===== src/rtl/opb_reg_pkg.sv =====
// Shared definitions for the OPB register bank: bus width, control-word
// layout, byte-enable merge and window word-offset helpers.
package opb_reg_pkg;

   localparam int OPB_DWIDTH      = 32;
   localparam int CTRL_COMMIT_BIT = 0;
   localparam int OFFSET_W        = 30;

   // Layout of the word returned when reading the control offset.
   typedef struct packed {
      logic [15:0] commit_count;
      logic [7:0]  num_regs;
      logic [6:0]  reserved;
      logic        commit_mode;
   } ctrl_word_t;

   // be[3] is OPB BE[0] and selects the most significant byte.
   function automatic logic [31:0] be_merge(input logic [31:0] old_word,
                                            input logic [31:0] new_word,
                                            input logic [3:0]  be);
      logic [31:0] res;
      for (int b = 0; b < 4; b++) begin
         res[8*b +: 8] = be[b] ? new_word[8*b +: 8] : old_word[8*b +: 8];
      end
      return res;
   endfunction

   function automatic logic [OFFSET_W-1:0] word_offset(input logic [31:0] addr,
                                                       input logic [31:0] base);
      logic [31:0] diff;
      diff = addr - base;
      return diff[31:2];
   endfunction

endpackage


===== src/rtl/opb_slave_ack_decode.sv =====
// OPB slave front end: address window decode, word offset, one-cycle
// transfer acknowledge with retrigger guard, and registered read-data gating.
module opb_slave_ack_decode
   import opb_reg_pkg::*;
#(
   parameter logic [31:0] C_BASEADDR = 32'h0108F900,
   parameter logic [31:0] C_HIGHADDR = 32'h0108F9FF
) (
   input  logic                clk,
   input  logic                rst,
   input  logic                select,
   input  logic [31:0]         abus,
   input  logic                rnw,
   input  logic [31:0]         rdata,
   output logic                hit,
   output logic [OFFSET_W-1:0] word_off,
   output logic                xfer_ack,
   output logic [31:0]         dbus
);

   logic        ack_q;
   logic [31:0] dbus_q;
   logic        in_window;

   assign in_window = (abus >= C_BASEADDR) && (abus <= C_HIGHADDR);
   // The ack cycle itself never starts a new transfer.
   assign hit       = select && in_window && !ack_q;
   assign word_off  = word_offset(abus, C_BASEADDR);

   // Ack and read data are registered so they appear exactly one cycle after the hit.
   always_ff @(posedge clk) begin
      if (rst) begin
         ack_q  <= 1'b0;
         dbus_q <= '0;
      end else begin
         ack_q  <= hit;
         dbus_q <= (hit && rnw) ? rdata : '0;
      end
   end

   // A reset arriving in the ack cycle kills the ack; the master then times out.
   assign xfer_ack = ack_q & ~rst;
   assign dbus     = rst ? '0 : dbus_q;

endmodule


===== src/rtl/opb_register_bank_ppc2simulink.sv =====
// Bank of OPB-writable 32-bit words driving fabric configuration, with
// byte-enable writes, readback and optional shadow/commit update.
module opb_register_bank_ppc2simulink
   import opb_reg_pkg::*;
#(
   parameter logic [31:0] C_BASEADDR    = 32'h0108F900,
   parameter logic [31:0] C_HIGHADDR    = 32'h0108F9FF,
   parameter int          C_OPB_AWIDTH  = 32,
   parameter int          C_OPB_DWIDTH  = 32,
   parameter int          C_NUM_REGS    = 4,
   parameter int          C_COMMIT_MODE = 1,
   parameter logic [31:0] C_RESET_VALUE = 32'h00000000,
   parameter string       C_FAMILY      = "virtex5"
) (
   input  logic                      OPB_Clk,
   input  logic                      OPB_Rst,
   output logic [0:C_OPB_DWIDTH-1]   Sl_DBus,
   output logic                      Sl_errAck,
   output logic                      Sl_retry,
   output logic                      Sl_toutSup,
   output logic                      Sl_xferAck,
   input  logic [0:C_OPB_AWIDTH-1]   OPB_ABus,
   input  logic [0:3]                OPB_BE,
   input  logic [0:C_OPB_DWIDTH-1]   OPB_DBus,
   input  logic                      OPB_RNW,
   input  logic                      OPB_select,
   input  logic                      OPB_seqAddr,
   output logic [32*C_NUM_REGS-1:0]  user_data_out,
   output logic                      user_update,
   output logic [15:0]               commit_count
);

   localparam int N     = C_NUM_REGS;
   localparam int IDX_W = (N > 1) ? $clog2(N) : 1;

   if (C_OPB_DWIDTH != OPB_DWIDTH) begin : g_bad_dwidth
      $error("only a 32-bit OPB data bus is supported");
   end
   if (C_OPB_AWIDTH != 32) begin : g_bad_awidth
      $error("only a 32-bit OPB address bus is supported");
   end
   if (N < 1 || N > 64) begin : g_bad_nregs
      $error("C_NUM_REGS must be 1..64");
   end
   if (C_FAMILY == "") begin : g_bad_family
      $error("C_FAMILY must name a target family");
   end

   // Bus vectors are big-endian numbered; index 0 is the value MSB.
   logic [31:0]         abus;
   logic [31:0]         wdata;
   logic [3:0]          be;
   logic [31:0]         rdata;
   logic [31:0]         dbus;
   logic                hit;
   logic [OFFSET_W-1:0] word_off;
   logic [IDX_W-1:0]    idx;
   logic                is_data;
   logic                is_ctrl;
   logic                wr;
   logic                commit;
   ctrl_word_t          ctrl;

   logic [31:0] shadow_q [N];
   logic [31:0] active_q [N];
   logic [15:0] commit_cnt_q;
   logic        update_q;

   assign abus  = OPB_ABus;
   assign wdata = OPB_DBus;
   assign be    = OPB_BE;

   opb_slave_ack_decode #(
      .C_BASEADDR (C_BASEADDR),
      .C_HIGHADDR (C_HIGHADDR)
   ) u_ack_decode (
      .clk      (OPB_Clk),
      .rst      (OPB_Rst),
      .select   (OPB_select),
      .abus     (abus),
      .rnw      (OPB_RNW),
      .rdata    (rdata),
      .hit      (hit),
      .word_off (word_off),
      .xfer_ack (Sl_xferAck),
      .dbus     (dbus)
   );

   assign idx     = word_off[IDX_W-1:0];
   assign is_data = word_off < OFFSET_W'(N);
   assign is_ctrl = word_off == OFFSET_W'(N);
   assign wr      = hit & ~OPB_RNW;
   // Commit needs the low byte enabled, since that byte carries the commit bit.
   assign commit  = wr & is_ctrl & be[0] & wdata[CTRL_COMMIT_BIT];

   // Read mux: shadow words, then the status/control word, else zero.
   always_comb begin
      ctrl.commit_count = commit_cnt_q;
      ctrl.num_regs     = 8'(N);
      ctrl.reserved     = '0;
      ctrl.commit_mode  = (C_COMMIT_MODE != 0);
      rdata             = '0;
      if (is_data) begin
         rdata = shadow_q[idx];
      end else if (is_ctrl) begin
         rdata = ctrl;
      end
   end

   // Shadow writes, active-word update (immediate or on commit) and commit counting.
   always_ff @(posedge OPB_Clk) begin
      if (OPB_Rst) begin
         for (int i = 0; i < N; i++) begin
            shadow_q[i] <= C_RESET_VALUE;
            active_q[i] <= C_RESET_VALUE;
         end
         commit_cnt_q <= '0;
         update_q     <= 1'b0;
      end else begin
         update_q <= 1'b0;
         if (wr && is_data) begin
            shadow_q[idx] <= be_merge(shadow_q[idx], wdata, be);
            if (C_COMMIT_MODE == 0) begin
               active_q[idx] <= be_merge(shadow_q[idx], wdata, be);
               update_q      <= 1'b1;
            end
         end
         if (commit) begin
            commit_cnt_q <= commit_cnt_q + 16'd1;
            if (C_COMMIT_MODE != 0) begin
               for (int i = 0; i < N; i++) begin
                  active_q[i] <= shadow_q[i];
               end
               update_q <= 1'b1;
            end
         end
      end
   end

   for (genvar g = 0; g < N; g++) begin : g_out
      assign user_data_out[32*g +: 32] = active_q[g];
   end

   assign user_update  = update_q & ~OPB_Rst;
   assign commit_count = commit_cnt_q;
   assign Sl_DBus      = dbus;
   assign Sl_errAck    = 1'b0;
   assign Sl_retry     = 1'b0;
   assign Sl_toutSup   = 1'b0;

   logic unused_ok;
   assign unused_ok = OPB_seqAddr;

endmodule


===== config.mk =====
export PLATFORM = sky130hd
export DESIGN_NAME = opb_register_bank_ppc2simulink
export DESIGN_NICKNAME = d
export VERILOG_FILES = /design/src/rtl/opb_reg_pkg.sv /design/src/rtl/opb_slave_ack_decode.sv /design/src/rtl/opb_register_bank_ppc2simulink.sv
export SDC_FILE = /design/constraint.sdc
export NUM_CORES = 1
export LEC_CHECK = 0
export ABC_AREA = 0
export CAP_MARGIN = 20
export CORE_MARGIN = 2
export CORE_UTILIZATION = 57
export CTS_BUF_LIST = sky130_fd_sc_hd__clkbuf_4
export DETAILED_ROUTE_END_ITERATION = 6
export PLACE_DENSITY = 0.87
export SYNTH_ARGS = -nofsm -noshare
export SYNTH_HDL_FRONTEND = slang
export SYNTH_SLANG_ARGS = --single-unit

===== constraint.sdc =====
create_clock -name OPB_Clk -period 15.5 [get_ports OPB_Clk]
set_clock_uncertainty 0.05 [all_clocks]
set_input_delay 1.55 -clock OPB_Clk [delete_from_list [all_inputs] [get_ports OPB_Clk]]
set_output_delay 1.55 -clock OPB_Clk [all_outputs]
set_load 0.01 [all_outputs]

Word level (Yosys, flattened, before mapping) --
Memory sizes are Yosys's and may differ from the RTL's. Index checks and enable logic that the tools add are counted.
Word-level totals: memories kept 2, register bits after elaboration 50, RAM bits 256, bits of input ports 73
Memories:
- active_q | depth 4, width 32, rd ports 4, clocked after Yosys merged registers in 0, wr ports 4, line opb_register_bank_ppc2simulink.sv:65 | logic [31:0] active_q [N];
- shadow_q | depth 4, width 32, rd ports 5, clocked after Yosys merged registers in 0, wr ports 4, line opb_register_bank_ppc2simulink.sv:64 | logic [31:0] shadow_q [N];
Operators by class: reductions and logical operators 8, bitwise logic cells 13, muxes and demuxes 22, equal/unequal tests 1, order comparisons 3, $add $sub $neg 2
Operators by type and width (number):
- $mux W32 | 8
- $ge A32 B25 Y1 const B | 1
- $le A32 B25 Y1 const B | 1
- $mux W8 | 4
- $reduce_or A32 Y1 | 1
- $sub A32 B25 Y32 const B | 1
- $eq A30 B3 Y1 const B | 1
- $lt A30 B3 Y1 const B | 1
- $add A16 B1 Y16 const B | 1
- $mux W1 | 9
- $and A1 B1 Y1 | 6
- $logic_and A1 B1 Y1 | 5
- $or A1 B1 Y1 | 4
- $not A1 Y1 | 3
- $mux W2 | 1
- $reduce_or A2 Y1 | 1
- $logic_not A1 Y1 | 1

Longest topological paths before layout --
Gate-level depths: netlist (run 1).
depth after elaboration 12, depth in mapped cells 10

Modules after synthesis --
A second synthesis (run 1) with hierarchy kept.
Unflattened totals: cells, all modules 996, area, all modules 13256.5 um^2
Modules (own cells, without submodules):
- opb_register_bank_ppc2simulink | area an instance 11527.3 um^2, times used 1, cells each 799
- opb_slave_ack_decode | area an instance 1729.2 um^2, times used 1, cells each 197

Worst setup path before layout (run 1) --
OpenSTA, ideal clock, no wires.
kind input -> register, from in OPB_ABus[28] in the netlist's numbering, to mem active_q[0][0] (enable), setup slack 8.882 ns, arrival time 6.076 ns, path buffers 3, required time 14.958 ns, cell stages on the path 8, cell sequence or3b_1 -> or4b_1 -> a2111oi_2 -> nand4_1 -> buf_2 -> buf_2 -> clkbuf_1 -> nand2_1
RTL lines:
- from (decl) | line opb_register_bank_ppc2simulink.sv:22 | input logic [0:C_OPB_AWIDTH-1] OPB_ABus,
- to (decl) | line opb_register_bank_ppc2simulink.sv:65

==> run_results.csv, run 1 <==
group,metric,value,unit
pwr,relative_contribution_of_the_clock_network_to_total_power,0.406,
logic_synthesis,postSynthAreaPerCell,13.85,um^2
global_routing,pin_count_of_the_biggest_net_entering_global_routing,130,
route,first_iter_violations,561,
critical_path,worst-path-max-fanout,65,
min_path,holdCritStartpoint,"commit_count[15]$_SDFFE_PP0P_",
route,detail_route.wirelength,31630,um
logic_synthesis,yosys.cell_count.top_type,"sky130_fd_sc_hd__edfxtp_1",
critical_path,cp_data_required_time,15.73,ns
critical_path,timing.critical_path.to_type,"register",
global_routing,grt_pass1_vias,8773,
clock_network,cts_tree,"done",
pwr,total_internal_power,1.353,mW
global_routing,globalRoute.busiestLayer,"met2",
sta,max-slew-margin-rel,0.2718,
floorplanning,boundaryPins,254,
run,max-cap-violations,0,
clock_network,cts-buffers-inserted,76,
logic_synthesis,synth-seq-area-share,0.6901,
clock_network,cts.sinks,306,
critical_path,worst-endpoint-arrival,5.25,ns
global_routing,total_grt_usage,0.2723,
sta,min_period,5.015,ns
critical_path,worst_r2r_endpoint,"active_q[3][22]$_SDFFCE_PN0P_",
clock_network,cts.reportedPaths.clkPinSlew,0.06,ns
clock_network,post_cts_repair_resize_count,0,
clock_network,cts_max_level,3,
route,dr_total_vias,8637,
global_routing,grt_overflow,0,
layout,filler_cell_count,1326,
logic_synthesis,synthesized_instance_count,909,
critical_path,kind_of_critical_path,"input port to register",
logic_synthesis,synth_top_cells_by_area,"sky130_fd_sc_hd__edfxtp_1 (61%), sky130_fd_sc_hd__dfxtp_1 (8.0%), sky130_fd_sc_hd__and2_1 (7.1%)",
pwr,seqPwrFrac,0.528,
clock_network,clock_latency,0.68,ns
sta,grt_setup_unrepaired,"no",
sta,worst_slew_pin_tran,1.092,ns
logic_synthesis,yosys_warnings,0,
floorplanning,floorplan.core_area,21760,um^2
floorplanning,die_area,23290,um^2
sta,number_of_setup_violations_in_the_final_report,0,
sta,period_share,0.3236,
global_routing,antenna_found_initial,0,
pwr,vdd.ir_drop.worst,0.06571,mV
route,ant_nets,0,
min_path,worstHoldPathType,"register to register",
logic_synthesis,post_synth_instance_area,12590,um^2
layout,syn_to_final_growth,30.21,%
logic_synthesis,synth-seq-cells,306,
pwr,sw_frac_of_total,0.2243,
floorplanning,chipHeight,152.6,um
logic_synthesis,netlist.area_leader.share,0.6106,
pwr,cellPowerDensity,106.4,nW/um^2
pwr,pwr-share-comb,0.066,
logic_synthesis,synth-edff-count,256,
logic_synthesis,synth_ff_type,"sky130_fd_sc_hd__edfxtp_1",
logic_synthesis,async_reset_ff_frac,0,
critical_path,timing.reg2reg.setup_slack,11.89,ns
pwr,power_leakage,5.985,nW
clock_network,ctsHoldBuffers,0,
sta,fin_hold_ws,0.4670,ns
critical_path,rr_startpoint,"u_ack_decode.ack_q$_SDFF_PP0_",
floorplanning,start_util,0.5787,
logic_synthesis,yosysTopAreaCell,"sky130_fd_sc_hd__edfxtp_1",
sta,timing.setup.tns,0,ns
sta,final-max-slew-violation-count,0,
logic_synthesis,synthTopCellsByCount,"sky130_fd_sc_hd__edfxtp_1 (256), sky130_fd_sc_hd__nor2_1 (155), sky130_fd_sc_hd__and2_1 (143), sky130_fd_sc_hd__dfxtp_1 (50), sky130_fd_sc_hd__clkbuf_1 (39)",
placement,port-buffer-count,247,
critical_path,startpoint_type,"input port",
clock_network,postCtsSetupRepairBufs,0,
sta,hold_viol_final,0,
global_routing,grt_pass1_wl,48460,um
pwr,switchingPower,391.1,uW
layout,nNetsFinal,1268,
route,first_pass_iters,6,
floorplanning,die_width,152.6,um
critical_path,reg2regPathDepth,6,
route,post-route-drc-count,0,
logic_synthesis,yosys.cell_types.count,48,
clock_network,root_buffer,"sky130_fd_sc_hd__clkbuf_4",
global_routing,grt.met1_usage,0.3304,
sta,fmaxAchievable,199.4,MHz
global_routing,grtUsageMet2,0.4595,
floorplanning,num_rows,54,
min_path,worstHoldPathCells,2,
layout,antenna_cells,0,
placement,place.gp.congestion,0.9041,
route,avgRoutedWirePerCell,20.58,um
route,routed_via_density,5.619,
global_routing,grt_util_met3,0.07935,
clock_network,max-clock-path-buffers,3,
min_path,hold_path_end,"commit_count[15]$_SDFFE_PP0P_",
layout,post_route_cells_drive_above_1_share,0.1448,
run_status,outcome,"complete, no violations",
placement,hpwl,20010,um
-- cell families (layout without fill, tap and decap cells) --
family / count (synthesis) / after routing / synth area share
xor+xnor: 1 / 1 / 0.0006958
compound gates: 61 / 61 / 0.03071
simple gates: 415 / 415 / 0.1746
fa+ha+maj: 1 / 1 / 0.0009937
buf+inv: 59 / 405 / 0.01908
other cells: 1 / 3 / 0.0002979
flops: 306 / 306 / 0.6901
mux: 65 / 65 / 0.08348
-- final cells by class --
class / count / area [um^2] / share of cell area
clock buffers: 114 / 855.8 / 0.05221
multi-input cells: 546 / 3745 / 0.2284
repair buffers: 260 / 2555 / 0.1559
well taps: 280 / 350.3 / 0.02137
clock inverters: 27 / 183.9 / 0.01122
inverters: 4 / 15.01 / 0.0009159
flip-flops and latches: 306 / 8688 / 0.5300
-- how the worst max path moves through the flow --
stage | cells past startpoint | startpoint | end
detailed placement | 9 | OPB_ABus[29] | active_q[0][24]$_SDFFCE_PN0P_
floorplan | 8 | OPB_ABus[28] | active_q[0][0]$_SDFFCE_PN0P_
CTS | 9 | OPB_ABus[29] | active_q[0][30]$_SDFFCE_PN0P_
finish | 8 | OPB_ABus[20] | active_q[3][22]$_SDFFCE_PN0P_
global route | 9 | OPB_ABus[29] | active_q[0][30]$_SDFFCE_PN0P_
global placement | 7 | OPB_ABus[20] | u_ack_decode.dbus_q[3]$_SDFF_PP0_
-- critical path, stage by stage --
cell                              delay [ns]
sky130_fd_sc_hd__clkdlybuf4s50_1        0.54
sky130_fd_sc_hd__nand3_1                0.26
sky130_fd_sc_hd__or4_1                  0.64
sky130_fd_sc_hd__a2111oi_2              0.39
sky130_fd_sc_hd__nand4_1                0.13
sky130_fd_sc_hd__buf_4                  0.25
sky130_fd_sc_hd__nand2_4                0.64
sky130_fd_sc_hd__buf_4                  0.80
-- flip-flops by register name, indices dropped and copies added, names as in the netlist --
| name | cells |
|---|---|
| update_q | 1 |
| commit_count | 16 |
| active_q | 128 |
| shadow_q | 128 |
| u_ack_decode.dbus_q | 32 |
| u_ack_decode.ack_q | 1 |
-- cell usage in the layout (no fill, tap or decap), types with 13 or more instances in the layout --
master                            instances
sky130_fd_sc_hd__mux4_2                  32
sky130_fd_sc_hd__a21oi_1                 16
sky130_fd_sc_hd__nor2b_1                 34
sky130_fd_sc_hd__edfxtp_1               256
sky130_fd_sc_hd__mux2i_1                 33
sky130_fd_sc_hd__clkinv_1                21
sky130_fd_sc_hd__clkdlybuf4s50_1        244
sky130_fd_sc_hd__o21ai_0                 14
sky130_fd_sc_hd__a22oi_1                 16
sky130_fd_sc_hd__or3_1                   16
sky130_fd_sc_hd__buf_4                   13
sky130_fd_sc_hd__nor2_1                 154
sky130_fd_sc_hd__dfxtp_1                 50
sky130_fd_sc_hd__clkbuf_4               114
sky130_fd_sc_hd__and2_1                 143
-- metal layers --
layer	vias up	part of all wire
met1	4201	0.37
met2	468	0.50
met3	57	0.094
li1	3911	-
met5	-	0
met4	0	0.031
-- stage by stage --
| stage | cells | utilization | instance area, um^2 | setup slack (ns) | power, mW |
|---|---|---|---|---|---|
| 2_1_floorplan | 911 | - | 12600 | 8.882 | 0.9899 |
| 3_3_place_gp | 1395 | 0.7054 | 15350 | 9.820 | 1.050 |
| 3_5_place_dp | 1395 | 0.7054 | 15350 | 9.817 | 1.053 |
| 4_1_cts | 1536 | 0.7532 | 16390 | 10.53 | 1.756 |
| 5_1_grt | 1537 | 0.7535 | 16390 | 10.24 | 1.802 |
| 6_report | 1537 | 0.7535 | 16390 | 10.48 | 1.744 |
-- power groups by stage --
stage / sequential (mW) / clock [mW] / combinational (mW)
after global placement: 0.937 / 0 / 0.113
after detailed placement: 0.938 / 0 / 0.115
after CTS: 0.921 / 0.720 / 0.116
after floorplan: 0.944 / 0 / 0.0456
after global routing: 0.923 / 0.758 / 0.122
final: 0.920 / 0.708 / 0.115
Note: power is estimated with default switching activity, not from simulation.
==> run 2, diff against run 1 <==
Settings changed: CORE_UTILIZATION 57 to 48, PLACE_DENSITY 0.87 to 0.78.
Clock period 15.5 ns to 4.4 ns, I/O delays scaled along.
==> run 2 against run 1 <==
Via count down 1.8%; core utilization down 11 points; combinational power rose to 3.6 times the previous value; sequential cell count unchanged; die area up 18%; final cell count up 4.6%; critical path type unchanged; wire length down 1.7%; clock power rose to 3.5 times the previous value.
==> run_results.csv, run 2 (synthesized netlist as in run 1, its figures left out) <==
group,metric,value,unit
run_status,outcome,"complete, no violations",
placement,place_ws,0.6743,ns
layout,nNetsFinal,1282,
route,first_iter_violations,594,
clock_network,max-clock-path-buffers,3,
clock_network,postCtsSetupRepairBufs,0,
sta,hold_viol_final,0,
global_routing,grt_pass1_wl,48010,um
clock_network,cts.sinks,306,
route,routed_via_density,5.275,
sta,fmaxAchievable,323.0,MHz
run,max-cap-violations,0,
clock_network,cts.reportedPaths.clkPinSlew,0.07,ns
layout,syn_to_final_growth,32.00,%
layout,reg.largest.list,"active_q: 128 flops, shadow_q: 128 flops, u_ack_decode.dbus_q: 32 flops",
clock_network,cts_max_level,3,
layout,leading_cell_types_in_the_layout_fill_and_taps_excluded,"sky130_fd_sc_hd__edfxtp_1 (256), sky130_fd_sc_hd__clkdlybuf4s50_1 (244), sky130_fd_sc_hd__nor2_1 (154)",
floorplanning,start_util,0.4859,
global_routing,grt_pass1_vias,8618,
global_routing,grt.met1_usage,0.2828,
route,post-route-drc-count,0,
critical_path,timing.critical_path.to_type,"register",
sta,final-max-slew-violation-count,0,
layout,post_route_cells_drive_above_1_share,0.1560,
sta,number_of_setup_violations_in_the_final_report,0,
floorplanning,floorplan.core_area,25910,um^2
clock_network,cts-buffers-inserted,78,
critical_path,crit_family,"simple AND/OR/NAND/NOR gates",
global_routing,total_grt_usage,0.2263,
clock_network,ctsHoldBuffers,0,
global_routing,antenna_found_initial,4,
sta,min_period,3.096,ns
critical_path,critPathBufInv,2,
route,ant_nets,0,
pwr,power_leakage,6.060,nW
sta,grt_setup_unrepaired,"no",
global_routing,globalRoute.busiestLayer,"met2",
pwr,cellPowerDensity,370.3,nW/um^2
global_routing,grt_overflow,0,
clock_network,cts_tree,"done",
floorplanning,die_width,166.0,um
sta,max-slew-margin-rel,0.3908,
critical_path,worst-endpoint-arrival,3.37,ns
floorplanning,boundaryPins,254,
min_path,worstHoldPathType,"input port to register",
critical_path,kind_of_critical_path,"input port to register",
sta,timing.final.ws_setup,1.304,ns
global_routing,pin_count_of_the_biggest_net_entering_global_routing,130,
placement,port-buffer-count,247,
critical_path,timing.critical_path.slowest_cell_delay,0.64,ns
placement,place.gp.congestion,0.8113,
layout,filler_cell_count,1934,
critical_path,cpMaxStageDelayCell,"sky130_fd_sc_hd__or4_1",
sta,timing.setup.tns,0,ns
clock_network,clock_latency,0.65,ns
clock_network,root_buffer,"sky130_fd_sc_hd__clkbuf_4",
route,avgRoutedWirePerCell,19.35,um
global_routing,grt_util_met3,0.07245,
global_routing,grtUsageMet2,0.3711,
route,first_pass_iters,5,
placement,hpwl,19970,um
route,dr_total_vias,8483,
sta,period_share,0.7037,
pwr,vdd.ir_drop.worst,0.2243,mV
floorplanning,die_area,27540,um^2
sta,worst_slew_pin_tran,0.9105,ns
critical_path,startpoint_type,"input port",
floorplanning,num_rows,59,
critical_path,crit_chain,"clkdlybuf4s50_1 -> nand3_1 -> or4_1 -> a2111oi_2 -> nand4_1 -> nand2_8 -> buf_4",
route,detail_route.wirelength,31110,um
critical_path,cp_data_required_time,4.67,ns
critical_path,worst-path-max-fanout,46,
clock_network,post_cts_repair_resize_count,0,
floorplanning,chipHeight,166.0,um
layout,layout_commonest_cell,"sky130_fd_sc_hd__edfxtp_1",
[run 2: cell types whose count changed in the layout (fill, tap and decap cells not counted)]
| cell | change |
|---|---|
| sky130_fd_sc_hd__inv_2 | +1 |
| sky130_fd_sc_hd__nand2_8 | +1 |
| sky130_fd_sc_hd__nand2_4 | -1 |
| sky130_fd_sc_hd__buf_4 | +9 |
| sky130_fd_sc_hd__clkinv_1 | -4 |
| sky130_fd_sc_hd__buf_12 | +3 |
| sky130_fd_sc_hd__clkinvlp_4 | +1 |
| sky130_fd_sc_hd__diode_2 | +4 |
| sky130_fd_sc_hd__clkinv_2 | +1 |
| sky130_fd_sc_hd__clkinv_4 | +1 |
[run 2: final timing paths]
check | from | end | slack, ns | depth (start not counted)
max | OPB_ABus[20] | active_q[3][29]$_SDFFCE_PN0P_ | 1.30 | 7
min | OPB_Rst | commit_count[1]$_SDFFE_PP0P_ | 0.29 | 2
max reg2reg | u_ack_decode.ack_q$_SDFF_PP0_ | shadow_q[0][18]$_SDFFCE_PN0P_ | 1.46 | 6
min reg2reg | commit_count[15]$_SDFFE_PP0P_ | commit_count[15]$_SDFFE_PP0P_ | 0.47 | 2
[run 2: per-layer routing]
layer,part of all wire,wire (um),vias up
met1,0.40,12310,4081
met2,0.49,15220,409
met4,0.024,751,2
met3,0.090,2809,55
li1,-,-,3936
met5,0.00042,13,-
[run 2: through the flow]
stage | cells | area [um^2] | util | power, mW | hold slack (ns)
floorplan | 911 | 12600 | - | 3.484 | 0.4649
global placement | 1463 | 15560 | 0.6005 | 3.710 | 0.4522
detailed placement | 1463 | 15560 | 0.6005 | 3.717 | 0.4606
CTS | 1604 | 16610 | 0.6410 | 6.227 | 0.2410
global route | 1608 | 16620 | 0.6414 | 6.430 | 0.2508
finish | 1608 | 16620 | 0.6414 | 6.155 | 0.2895
[run 2: cell type report]
class	count	area, um^2	share of cell area
sequential	306	8688	0.5228
antenna	4	10.01	0.0006023
inverter	4	15.01	0.0009035
tap	335	419.2	0.02522
clock buffer	114	855.8	0.05150
timing repair buffer	272	2683	0.1614
multi-input combinational	546	3754	0.2259
clock inverter	27	193.9	0.01167
[run 2: power breakdown]
part | internal [mW] | switching (mW)
combinational | 0.195 | 0.216
sequential | 3.21 | 0.0337
clock | 1.37 | 1.13
total | 4.78 | 1.38
==> run 3, diff against run 2 <==
Settings changed: CORE_UTILIZATION 48 to 53, PLACE_DENSITY 0.78 to 0.82.
Clock period 4.4 ns to 3.2 ns, I/O delays scaled along.
==> run 3 against run 2 <==
Global-route usage rose by 3.1 points; first-iteration DRC count decreased by 11%; core utilization up 7.7 points; hold slack got worse by 0.14 ns; sequential cell count unchanged; die area decreased by 9.2%; register-to-register slack got worse by 0.99 ns; final cell count decreased by 0.19%; critical path depth is the same; count of clock-buffer cells in the layout down 11; sequential share of layout area fell by 0.63 points; sequential power grew 38%.
==> run_results.csv, run 3 (synthesized netlist as in run 1, its figures left out) <==
group,metric,value,unit
floorplanning,die_width,158.1,um
route,first_pass_iters,4,
placement,port-buffer-count,247,
min_path,worstHoldPathType,"input port to register",
sta,fin_hold_ws,0.1537,ns
clock_network,post_cts_repair_resize_count,0,
critical_path,startpoint_type,"register",
placement,hpwl,20920,um
clock_network,clock_latency,0.69,ns
run,max-cap-violations,0,
global_routing,grt_overflow,0,
critical_path,timing.critical_path.to_type,"register",
sta,worst_slew_pin_tran,0.8043,ns
pwr,power_leakage,6.158,nW
sta,fmaxAchievable,365.9,MHz
global_routing,grt_pass1_vias,8845,
layout,leading_cell_types_in_the_layout_fill_and_taps_excluded,"sky130_fd_sc_hd__edfxtp_1 (256), sky130_fd_sc_hd__clkdlybuf4s50_1 (244), sky130_fd_sc_hd__nor2_1 (154)",
critical_path,worst-endpoint-arrival,3.19,ns
route,post-route-drc-count,0,
route,detail_route.wirelength,31470,um
floorplanning,chipHeight,158.1,um
sta,min_period,2.733,ns
floorplanning,num_rows,56,
clock_network,cts_tree,"done",
floorplanning,floorplan.core_area,23400,um^2
clock_network,root_buffer,"sky130_fd_sc_hd__clkbuf_4",
layout,fin_util,0.7187,
sta,grt_setup_unrepaired,"no",
global_routing,antenna_found_initial,1,
clock_network,max-clock-path-buffers,3,
sta,timing.setup.tns,0,ns
pwr,vdd.ir_drop.worst,0.2740,mV
clock_network,ctsHoldBuffers,0,
layout,post_route_cells_drive_above_1_share,0.1595,
sta,number_of_setup_violations_in_the_final_report,0,
layout,layout_commonest_cell,"sky130_fd_sc_hd__edfxtp_1",
sta,max-slew-margin-rel,0.4638,
critical_path,kind_of_critical_path,"register to register",
floorplanning,die_area,25000,um^2
critical_path,cp_data_required_time,3.65,ns
layout,reg.largest.list,"active_q: 128 flops, shadow_q: 128 flops, u_ack_decode.dbus_q: 32 flops",
sta,final-max-slew-violation-count,0,
floorplanning,start_util,0.5380,
route,first_iter_violations,529,
pwr,cellPowerDensity,485.7,nW/um^2
route,avgRoutedWirePerCell,19.61,um
layout,nNetsFinal,1302,
layout,register_area,8688,um^2
layout,finalNonFillerCells,1605,
route,ant_nets,0,
placement,place.gp.congestion,0.8511,
placement,place_inst,1469,
route,routed_via_density,5.414,
clock_network,postCtsSetupRepairBufs,0,
clock_network,cts_max_level,3,
sta,hold_viol_final,0,
route,dr_total_vias,8690,
layout,multi_input_logic_area,3754,um^2
global_routing,grt_pass1_wl,47690,um
global_routing,pin_count_of_the_biggest_net_entering_global_routing,57,
clock_network,cts-buffers-inserted,76,
clock_network,cts.reportedPaths.clkPinSlew,0.06,ns
layout,filler_cell_count,1591,
run_status,outcome,"complete, no violations",
clock_network,cts.sinks,306,
floorplanning,boundaryPins,254,
sta,period_share,0.8541,
layout,syn_to_final_growth,33.60,%
critical_path,worst-path-max-fanout,20,
global_routing,total_grt_usage,0.2572,
==> run 3: per-layer routing <==
layer / routed length, um / part of all wire / up-vias / track usage
met4: 849 / 0.027 / 0 / 0.1115
met3: 3047 / 0.097 / 60 / 0.06844
met2: 15720 / 0.50 / 445 / 0.4292
met5: 0 / 0 / - / 0
li1: - / - / 3976 / -
met1: 11860 / 0.38 / 4209 / 0.3181
==> run 3: layout make-up <==
| cell class | instances | area share |
|---|---|---|
| Clock inverter | 32 | 0.009075 |
| Inverter | 4 | 0.0008927 |
| Clock buffer | 103 | 0.04597 |
| Timing Repair Buffer | 294 | 0.1805 |
| Antenna cell | 1 | 0.0001488 |
| Sequential cell | 306 | 0.5166 |
| Tap cell | 319 | 0.02373 |
| Multi-Input combinational cell | 546 | 0.2232 |
==> run 3: worst paths after layout <==
check	cells past startpoint	start	slack, ns	to
worst max-delay path	7	u_ack_decode.ack_q$_SDFF_PP0_	0.47	shadow_q[1][7]$_SDFFCE_PN0P_
worst min-delay path	2	OPB_Rst	0.15	commit_count[0]$_SDFFE_PP0P_
worst max register to register	7	u_ack_decode.ack_q$_SDFF_PP0_	0.47	shadow_q[1][7]$_SDFFCE_PN0P_
worst min register to register	2	commit_count[5]$_SDFFE_PP0P_	0.46	commit_count[5]$_SDFFE_PP0P_
==> run 3: worst max-delay path: stages, from the launching register on <==
cell and delay [ns]:
sky130_fd_sc_hd__dfxtp_1 0.32, sky130_fd_sc_hd__or4b_2 0.66, sky130_fd_sc_hd__buf_4 0.16, sky130_fd_sc_hd__nor4b_1 0.34
sky130_fd_sc_hd__and3_1 0.32, sky130_fd_sc_hd__nand4b_1 0.24, sky130_fd_sc_hd__buf_4 0.34, sky130_fd_sc_hd__nor2_1 0.15
==> run 3: where the power goes <==
| part | leakage (nW) | switching [mW] | internal [mW] | total, mW |
|---|---|---|---|---|
| Clock | 0.545 | 1.53 | 1.58 | 3.11 |
| Combinational | 2.57 | 0.303 | 0.297 | 0.600 |
| Sequential | 3.04 | 0.0476 | 4.41 | 4.46 |
==> run 3: metrics by stage <==
step	setup WS (ns)	cell area, um^2	power (mW)
floorplan	-0.5420	12620	4.786
global placement	-0.07522	15890	5.130
detailed placement	-0.09428	15890	5.145
CTS	0.4603	16820	8.248
global route	0.3036	16820	8.499
finish	0.4668	16820	8.170
